File: src/rtl/mips_pkg.sv
// Shared encodings for the multicycle MIPS controller: FSM states, opcodes,
// funct codes, ALU-op classes and ALU control codes.
package mips_pkg;

    typedef enum logic [3:0] {
        S_FETCH   = 4'd0,
        S_DECODE  = 4'd1,
        S_MEMADR  = 4'd2,
        S_MEMRD   = 4'd3,
        S_MEMWB   = 4'd4,
        S_MEMWR   = 4'd5,
        S_EXECUTE = 4'd6,
        S_ALUWB   = 4'd7,
        S_BRANCH  = 4'd8,
        S_ADDIEX  = 4'd9,
        S_ADDIWB  = 4'd10,
        S_JUMP    = 4'd11
    } state_t;

    localparam logic [5:0] OP_RTYPE = 6'b000000;
    localparam logic [5:0] OP_LW    = 6'b100011;
    localparam logic [5:0] OP_SW    = 6'b101011;
    localparam logic [5:0] OP_BEQ   = 6'b000100;
    localparam logic [5:0] OP_BNE   = 6'b000101;
    localparam logic [5:0] OP_ADDI  = 6'b001000;
    localparam logic [5:0] OP_J     = 6'b000010;

    localparam logic [5:0] FN_ADD = 6'b100000;
    localparam logic [5:0] FN_SUB = 6'b100010;
    localparam logic [5:0] FN_AND = 6'b100100;
    localparam logic [5:0] FN_OR  = 6'b100101;
    localparam logic [5:0] FN_SLT = 6'b101010;

    typedef enum logic [1:0] {
        ALUOP_ADD   = 2'b00,
        ALUOP_SUB   = 2'b01,
        ALUOP_FUNCT = 2'b10
    } aluop_t;

    localparam logic [2:0] ALU_AND = 3'b000;
    localparam logic [2:0] ALU_OR  = 3'b001;
    localparam logic [2:0] ALU_ADD = 3'b010;
    localparam logic [2:0] ALU_SUB = 3'b110;
    localparam logic [2:0] ALU_SLT = 3'b111;

endpackage

File: src/rtl/alu_dec.sv
// Combinational ALU decoder: turns the controller's ALU-op class plus the
// instruction funct field into the 3-bit ALU operation select.
module alu_dec
    import mips_pkg::*;
(
    input  aluop_t     aluop_i,
    input  logic [5:0] funct_i,
    output logic [2:0] alucontrol_o
);

    always_comb begin
        alucontrol_o = ALU_ADD;
        case (aluop_i)
            ALUOP_ADD: alucontrol_o = ALU_ADD;
            ALUOP_SUB: alucontrol_o = ALU_SUB;
            ALUOP_FUNCT: begin
                case (funct_i)
                    FN_ADD:  alucontrol_o = ALU_ADD;
                    FN_SUB:  alucontrol_o = ALU_SUB;
                    FN_AND:  alucontrol_o = ALU_AND;
                    FN_OR:   alucontrol_o = ALU_OR;
                    FN_SLT:  alucontrol_o = ALU_SLT;
                    default: alucontrol_o = ALU_ADD;
                endcase
            end
            default: alucontrol_o = ALU_ADD;
        endcase
    end

endmodule

File: src/rtl/mips_multi_ctrl.sv
// Moore-style control FSM for a multicycle MIPS datapath with optional
// memory wait handling; the ALU decode lives in alu_dec.
module mips_multi_ctrl
    import mips_pkg::*;
#(
    parameter bit MEM_WAIT_EN = 1'b1
) (
    input  logic       clk,
    input  logic       rst_n,
    input  logic [5:0] op,
    input  logic [5:0] funct,
    input  logic       zero,
    input  logic       mem_ready,
    output logic       iord,
    output logic       memwrite,
    output logic       irwrite,
    output logic       regdst,
    output logic       memtoreg,
    output logic       regwrite,
    output logic       alusrca,
    output logic       pcen,
    output logic [1:0] alusrcb,
    output logic [1:0] pcsrc,
    output logic [2:0] alucontrol,
    output logic [3:0] state_o
);

    state_t state_q, state_d;
    state_t outState;
    aluop_t aluOp;
    logic   ready;
    logic   pcWrite, branchEn, branchTaken;
    logic   irWriteRaw, memWriteRaw, regWriteRaw;

    assign ready = MEM_WAIT_EN ? mem_ready : 1'b1;

    always_ff @(posedge clk) begin
        if (!rst_n) state_q <= S_FETCH;
        else        state_q <= state_d;
    end

    always_comb begin
        state_d = state_q;
        case (state_q)
            S_FETCH:  if (ready) state_d = S_DECODE;
            S_DECODE: begin
                case (op)
                    OP_LW, OP_SW:   state_d = S_MEMADR;
                    OP_RTYPE:       state_d = S_EXECUTE;
                    OP_BEQ, OP_BNE: state_d = S_BRANCH;
                    OP_ADDI:        state_d = S_ADDIEX;
                    OP_J:           state_d = S_JUMP;
                    default:        state_d = S_FETCH;
                endcase
            end
            S_MEMADR:  state_d = (op == OP_SW) ? S_MEMWR : S_MEMRD;
            S_MEMRD:   if (ready) state_d = S_MEMWB;
            S_MEMWR:   if (ready) state_d = S_FETCH;
            S_EXECUTE: state_d = S_ALUWB;
            S_ADDIEX:  state_d = S_ADDIWB;
            default:   state_d = S_FETCH;
        endcase
    end

    // Outputs are decoded from FETCH while in reset, with write strobes gated off.
    always_comb begin
        outState    = rst_n ? state_q : S_FETCH;
        iord        = 1'b0;
        memWriteRaw = 1'b0;
        irWriteRaw  = 1'b0;
        regdst      = 1'b0;
        memtoreg    = 1'b0;
        regWriteRaw = 1'b0;
        alusrca     = 1'b0;
        alusrcb     = 2'b00;
        pcsrc       = 2'b00;
        aluOp       = ALUOP_ADD;
        pcWrite     = 1'b0;
        branchEn    = 1'b0;
        case (outState)
            S_FETCH: begin
                alusrcb    = 2'b01;
                irWriteRaw = ready;
                pcWrite    = ready;
            end
            S_DECODE: alusrcb = 2'b11;
            S_MEMADR, S_ADDIEX: begin
                alusrca = 1'b1;
                alusrcb = 2'b10;
            end
            S_MEMRD: iord = 1'b1;
            S_MEMWR: begin
                iord        = 1'b1;
                memWriteRaw = 1'b1;
            end
            S_MEMWB: begin
                memtoreg    = 1'b1;
                regWriteRaw = 1'b1;
            end
            S_EXECUTE: begin
                alusrca = 1'b1;
                aluOp   = ALUOP_FUNCT;
            end
            S_ALUWB: begin
                regdst      = 1'b1;
                regWriteRaw = 1'b1;
            end
            S_BRANCH: begin
                alusrca  = 1'b1;
                aluOp    = ALUOP_SUB;
                pcsrc    = 2'b01;
                branchEn = 1'b1;
            end
            S_ADDIWB: regWriteRaw = 1'b1;
            S_JUMP: begin
                pcsrc   = 2'b10;
                pcWrite = 1'b1;
            end
            default: ;
        endcase
    end

    // bne inverts the sense of the zero flag.
    assign branchTaken = branchEn & (zero ^ (op == OP_BNE));

    assign pcen     = rst_n & (pcWrite | branchTaken);
    assign irwrite  = rst_n & irWriteRaw;
    assign memwrite = rst_n & memWriteRaw;
    assign regwrite = rst_n & regWriteRaw;
    assign state_o  = state_q;

    alu_dec u_alu_dec (
        .aluop_i      (aluOp),
        .funct_i      (funct),
        .alucontrol_o (alucontrol)
    );

endmodule

File: config.mk
export PLATFORM = sky130hd
export DESIGN_NAME = mips_multi_ctrl
export DESIGN_NICKNAME = d
export VERILOG_FILES = /design/src/rtl/mips_pkg.sv /design/src/rtl/alu_dec.sv /design/src/rtl/mips_multi_ctrl.sv
export SDC_FILE = /design/constraint.sdc
export NUM_CORES = 1
export LEC_CHECK = 0
export ABC_AREA = 1
export BUFFER_PORTS_ARGS = -buffer_cell sky130_fd_sc_hd__buf_2
export CORE_MARGIN = 5
export CORE_UTILIZATION = 46
export CTS_CLUSTER_DIAMETER = 60
export CTS_CLUSTER_SIZE = 20
export DETAILED_ROUTE_END_ITERATION = 16
export GPL_TIMING_DRIVEN = 0
export PLACE_DENSITY = 0.79
export SLEW_MARGIN = 15
export SYNTH_ARGS = -nofsm -noshare
export SYNTH_HDL_FRONTEND = slang
export SYNTH_SLANG_ARGS = --single-unit
File: constraint.sdc
create_clock -name clk -period 1.92 [get_ports clk]
set_clock_uncertainty 0.1 [all_clocks]
set_input_delay 0.288 -clock clk [delete_from_list [all_inputs] [get_ports clk]]
set_output_delay 0.288 -clock clk [all_outputs]
set_load 0.05 [all_outputs]
==> reports/metrics.yaml, run 1 <==
hold_depth: 3
grt_max_degree: 10
violations: "negative setup slack"
cp.arrival_ps: 1740
slew_violations: 0
first_pass_iters: 5
cp-end-kind: "output port"
antenna_found_initial: 0
final_cell_area_sq_um: 1320
die_area_sq_um: 2520
hold_path_end: "state_o[1]$_SDFFE_PN0P_"
gp_congestion: 0.848
drt_iter0_drc: 90
grt_pass1_vias: 1085
ys_async_sr_fraction: 0
setup_ws_ps: -210
core-area_sq_um: 1520
hpwl_mm: 1.88
grt_usage: 0.236
synth_fp_nets: 154
ff2ff_setup_slack_ps: 410
fin_nets: 204
ys_ff_latch: 4
power_frac_seq: 0.201
reg2regPathDepth: 9
setup_violations: 7
ys_seq_area_frac: 0.108
synth_enable_flop_cells: 0
ant_nets: 0
rsz0062_at_grt: "true"
clk_pin_slew_worst_paths_ps: 40
powerDensity_nw_per_um2: 386
p_int_w: 0.000273
antenna_cells: 0
cts_num_sinks: 4
hold_start: "rst_n"
p_switching_w: 0.000238
cts_buffers: 3
cts_tree: "done"
fill_cells: 81
clockRootBuffer: "clkbuf_4"
rr_startpoint: "state_o[1]$_SDFFE_PN0P_"
min_path_type: "in -> reg"
synthFlopType: "dfxtp_1"
clk_latency_ps: 240
critPathRequiredTime_ps: 1530
portBuffers: 33
register_area_sq_um: 92.6
drt_wl_total_mm: 3.77
yosysUniqueCellTypes: 23
start_util: 0.488
wl_per_cell_um: 18.9
syn_area_sq_um: 743
ir_worst_vdd_mv: 0.208
syn-instance-count: 135
rr_endpoint: "state_o[0]$_SDFFE_PN0P_"
io_pins: 35
die_w_um: 50.2
comb_power_share: 0.569
p_clk_frac: 0.230
vias: 1212
finalCriticalPeriod_ps: 2130
overflow: 0
hold_viol: 0
fin_crit_sh: 1.11
drive_gt1_frac: 0.554
p_leak_nw: 0.658
outcome: "finished, violations left"
multi_input_area_sq_um: 732
cts.path.max_buffers: 2
tightestPinTransition_ps: 455
grt_pass1_wl_mm: 4.65
maxCapViolCount: 0
dpl_cell_area_sq_um: 1050
finalPower_w: 0.000511
relSlewSlack: 0.695
placedCellCount: 184
drcViolationCount: 0
holdBufCountCts: 0
fmax_ghz: 0.469
htreeDepth: 1
syn_to_final_growth_pct: 78.1
avgViaCountPerCell: 6.06
ys_warn_count: 0
critPathKind: "reg -> out"
rows: 14
stdcell_count: 200
die_h_um: 50.2
switching_share: 0.466
syn_avg_cell_area_sq_um: 5.51
start_kind: "register"
largest_register_ffs: 4
cp_max_fo: 4
worst max path at each step:
stage	startpoint	to	slack, ps	cells after the start
final	state_o[3]$_SDFFE_PN0P_	alucontrol[2]	-210	8
after global routing	state_o[3]$_SDFFE_PN0P_	alucontrol[2]	-240	8
after CTS	state_o[0]$_SDFFE_PN0P_	alucontrol[2]	-120	9
after detailed placement	state_o[0]$_SDFFE_PN0P_	alucontrol[0]	-180	9
after global placement	state_o[0]$_SDFFE_PN0P_	alucontrol[0]	-100	9
after floorplan	state_o[3]$_SDFFE_PN0P_	alucontrol[2]	-270	7
layer usage:
metal / wire length (um) / GRT usage / up-vias
li1: - / - / 526
met1: 1220 / 0.251 / 531
met2: 1770 / 0.402 / 118
met3: 424 / 0.0296 / 37
met4: 357 / 0.205 / 0
met5: 0 / 0 / -
cells in the final DEF, fill, tap and decap left out, types with 2 or more instances in the layout:
master / instances
a21oi_1: 2
a21oi_2: 3
buf_12: 3
buf_2: 25
buf_4: 11
buf_6: 6
clkbuf_4: 5
dfxtp_4: 3
ha_4: 2
inv_1: 16
inv_2: 4
inv_4: 3
nand2_1: 25
nand2_2: 6
nand2_4: 4
nand3_1: 15
nand3_2: 3
nand3_4: 2
nor2_1: 17
nor2_2: 5
nor2_4: 7
o21ai_2: 3
area by class of cell:
class                      instances  area share
multi-input combinational        105       0.553
timing repair buffer              46       0.259
inverter                          24      0.0775
sequential                         4      0.0699
clock buffer                       4      0.0198
tap                               16      0.0151
buffer                             1     0.00567
repair_timing:
action                     4_1_cts  5_1_grt
pin swaps                        7        3
resized for setup               26       14
gates cloned                     0        0
setup buffers                   11        2
setup endpoints to repair        6       10
synth_stat cells, types with 2 or more instances:
cell type  number  share of area
ha_1            3          0.051
nor3_1          2          0.013
nor2_2          7          0.059
nand2_1        29           0.15
nor2_1         20           0.10
inv_1          20           0.10
nand2_2         6          0.051
o21ai_0         4          0.027
nor2_4          2          0.030
inv_2           4          0.020
nand3_1        18           0.12
nand3_2         2          0.027
a21oi_1         5          0.034
dfxtp_1         4           0.11
per-stage QoR:
step                utilization  hold slack, ps  setup WS, ps  TNS [ps]
floorplan                     -             441          -274      -885
global placement          0.688             383          -104      -205
detailed placement        0.688             387          -183      -372
CTS                       0.830             247          -124      -372
global route              0.869             281          -235     -1010
finish                    0.869             273          -210      -689
worst max-delay path: stages (launching register included):
cell	delay, ps
dfxtp_4	380
inv_4	60
nor2_4	130
nand2_4	80
nor2_4	150
inv_4	70
ha_4	270
a21boi_4	180
buf_6	170
logic make-up after synthesis:
logic type      after synthesis  share of synthesized area
fa+ha+maj                     3                     0.0505
simple gates                 88                      0.584
buf+inv                      26                      0.146
flops                         4                      0.108
compound gates               14                      0.111
power by group through the flow:
stage	logic, W	registers [W]	clock network (W)
global route	0.000305	0.000104	0.000121
global placement	0.000203	0.0000969	0
detailed placement	0.000207	0.0000973	0
floorplan	0.000139	0.000114	0
finish	0.000291	0.000103	0.000117
CTS	0.000257	0.000100	0.000120
Note: power is estimated with default switching activity, not from simulation.
==> run 2, diff against run 1 <==
- CORE_ASPECT_RATIO: unset -> 0.9
- CORE_UTILIZATION: 46 -> 40
- PLACE_DENSITY: 0.79 -> 0.7
==> run 2 against run 1 <==
The run still ends with negative setup slack left; register-to-register slack gained 90 ps; via count down 14%; sequential cell count unchanged; first-iteration DRC count down 54%; maximum frequency up 4.2%; clock power down 10%; cell area down 1.5%; worst setup slack better by 85 ps; worst hold slack worse by 10 ps; die area rose by 12%; non-clock buffer count is 1 lower; combinational power is 13% lower; critical path type unchanged; critical endpoint unchanged.
==> reports/metrics.yaml, run 2 (same netlist as run 1, synthesis figures left out) <==
outcome: "finished, violations left"
violations: "negative setup slack"
htreeDepth: 1  # unchanged
antenna_cells: 0  # unchanged
grt_max_degree: 10  # unchanged
stdcell_count: 206  # +3.0%
p_leak_nw: 0.649  # -1.5%
holdBufCountCts: 0  # unchanged
cp.arrival_ps: 1660  # -80 ps
use_met1: 0.222  # -0.0293
io_pins: 35  # unchanged
drt_wl_total_mm: 2.55  # -32%
fin_nets: 203  # -0.49%
finalCriticalPeriod_ps: 2040  # -85.5 ps
ff2ff_setup_slack_ps: 500  # +90 ps
grt_busiest_layer: "met2"
cp_max_fo: 6  # +2
min_path_type: "in -> reg"
placedCellCount: 192  # +4.3%
critPathKind: "reg -> out"
cts_tree: "done"
clockRootBuffer: "clkbuf_4"
tightestPinTransition_ps: 427  # -28.4 ps
grt_use_met2: 0.343  # -0.0592
ir_worst_vdd_mv: 0.224  # +7.7%
cts.path.max_buffers: 2  # unchanged
vias: 1048  # -14%
layout_commonest_cell: "nand2_1"
clk_pin_slew_worst_paths_ps: 40  # about the same
die_w_um: 55.4  # +10%
cp-end-kind: "output port"
reg2regPathDepth: 8  # -1
dpl_cell_area_sq_um: 1060  # +0.95%
portBuffers: 33  # unchanged
cts_num_sinks: 4  # unchanged
drt_iter0_drc: 41  # -54%
gp_congestion: 0.803  # -5.3%
slew_violations: 0  # unchanged
largest_register_ffs: 4  # unchanged
core-area_sq_um: 1720  # +13%
critPathRequiredTime_ps: 1530  # about the same
start_kind: "register"
die_h_um: 50.9  # +1.4%
fin_crit_sh: 1.06  # -0.0445
drcViolationCount: 0  # unchanged
antenna_found_initial: 0  # unchanged
setup_violations: 6  # -1
grt_pass1_vias: 987  # -9.0%
die_area_sq_um: 2820  # +12%
wl_per_cell_um: 12.4  # -34%
layout_common_cells: "nand2_1, buf_2, nor2_1, inv_1, nand3_1"
syn_to_final_growth_pct: 75.4
hold_depth: 3  # unchanged
hold_viol: 0  # unchanged
relSlewSlack: 0.714  # +0.0190
final_cell_area_sq_um: 1300  # -1.5%
ant_nets: 0  # unchanged
powerDensity_nw_per_um2: 354  # -8.3%
setup_ws_ps: -125  # +85.5 ps
overflow: 0  # unchanged
drive_gt1_frac: 0.549  # -0.00490
clk_latency_ps: 230  # about the same
cts_buffers: 3  # unchanged
first_pass_iters: 4  # -1
rows: 14  # unchanged
start_util: 0.433  # -0.0547
hpwl_mm: 1.82  # -3.0%
grt_usage: 0.187  # -0.0491
maxCapViolCount: 0  # unchanged
fmax_ghz: 0.489  # +4.2%
rsz0062_at_grt: "true"
use_met3: 0.0327  # +0.00316
fill_cells: 142  # +75%
whs_ps: 263  # -9.99 ps
avgViaCountPerCell: 5.09  # -16%
grt_pass1_wl_mm: 4.28  # -8.0%
-- run 2: cell types whose count changed in the layout (fill, tap and decap cells not counted), sizes merged --
cell  previous run  this run
buf             45        43
-- run 2: metrics by stage --
stage	TNS (ps)	power [W]	setup slack [ps]	utilization
floorplan	-885	0.000253	-274	-
global route	-882	0.000495	-207	0.759
CTS	-268	0.000458	-123	0.739
global placement	-217	0.000300	-109	0.617
detailed placement	-314	0.000303	-141	0.617
finish	-339	0.000462	-125	0.759
-- run 2: layout make-up --
class	count	area [sq um]	area share
clock buffer	3	22.5	0.0173
inverter	24	97.6	0.0749
timing repair buffer	45	318	0.244
multi-input combinational	105	736	0.564
buffer	1	7.51	0.00576
tap	24	30.0	0.0230
sequential	4	92.6	0.0710
-- run 2: critical path, cell delays in order, from the launching register on --
cell and delay (ps):
dfxtp_2 370, nor2_4 150, nand2_4 90, nor2_4 130, inv_2 80, ha_4 270, a21boi_4 160, buf_6 170
-- run 2: repair_timing --
| item | CTS | global route |
|---|---|---|
| gates resized for setup | 28 | 7 |
| pin swaps | 4 | 2 |
| buffers inserted | 11 | 1 |
| gates cloned | 0 | 0 |
| endpoints found under the setup margin | 6 | 9 |
-- run 2: power breakdown --
part	switching [W]	internal, W	leakage, nW
Clock	0.0000348	0.0000700	0.0138
Combinational	0.000160	0.0000938	0.600
Sequential	0.0000146	0.0000885	0.0352
-- run 2: routing by layer --
layer	vias to the layer above	part of all wire
met5	-	0
met4	0	0.0024
met3	2	0.056
met2	42	0.52
met1	480	0.42
li1	524	-
-- run 2: worst paths after layout --
check	start	to
setup / recovery	state_o[2]$_SDFFE_PN0P_	alucontrol[2]
hold / removal	rst_n	state_o[1]$_SDFFE_PN0P_
setup reg to reg	state_o[1]$_SDFFE_PN0P_	state_o[0]$_SDFFE_PN0P_
hold reg to reg	state_o[0]$_SDFFE_PN0P_	state_o[0]$_SDFFE_PN0P_
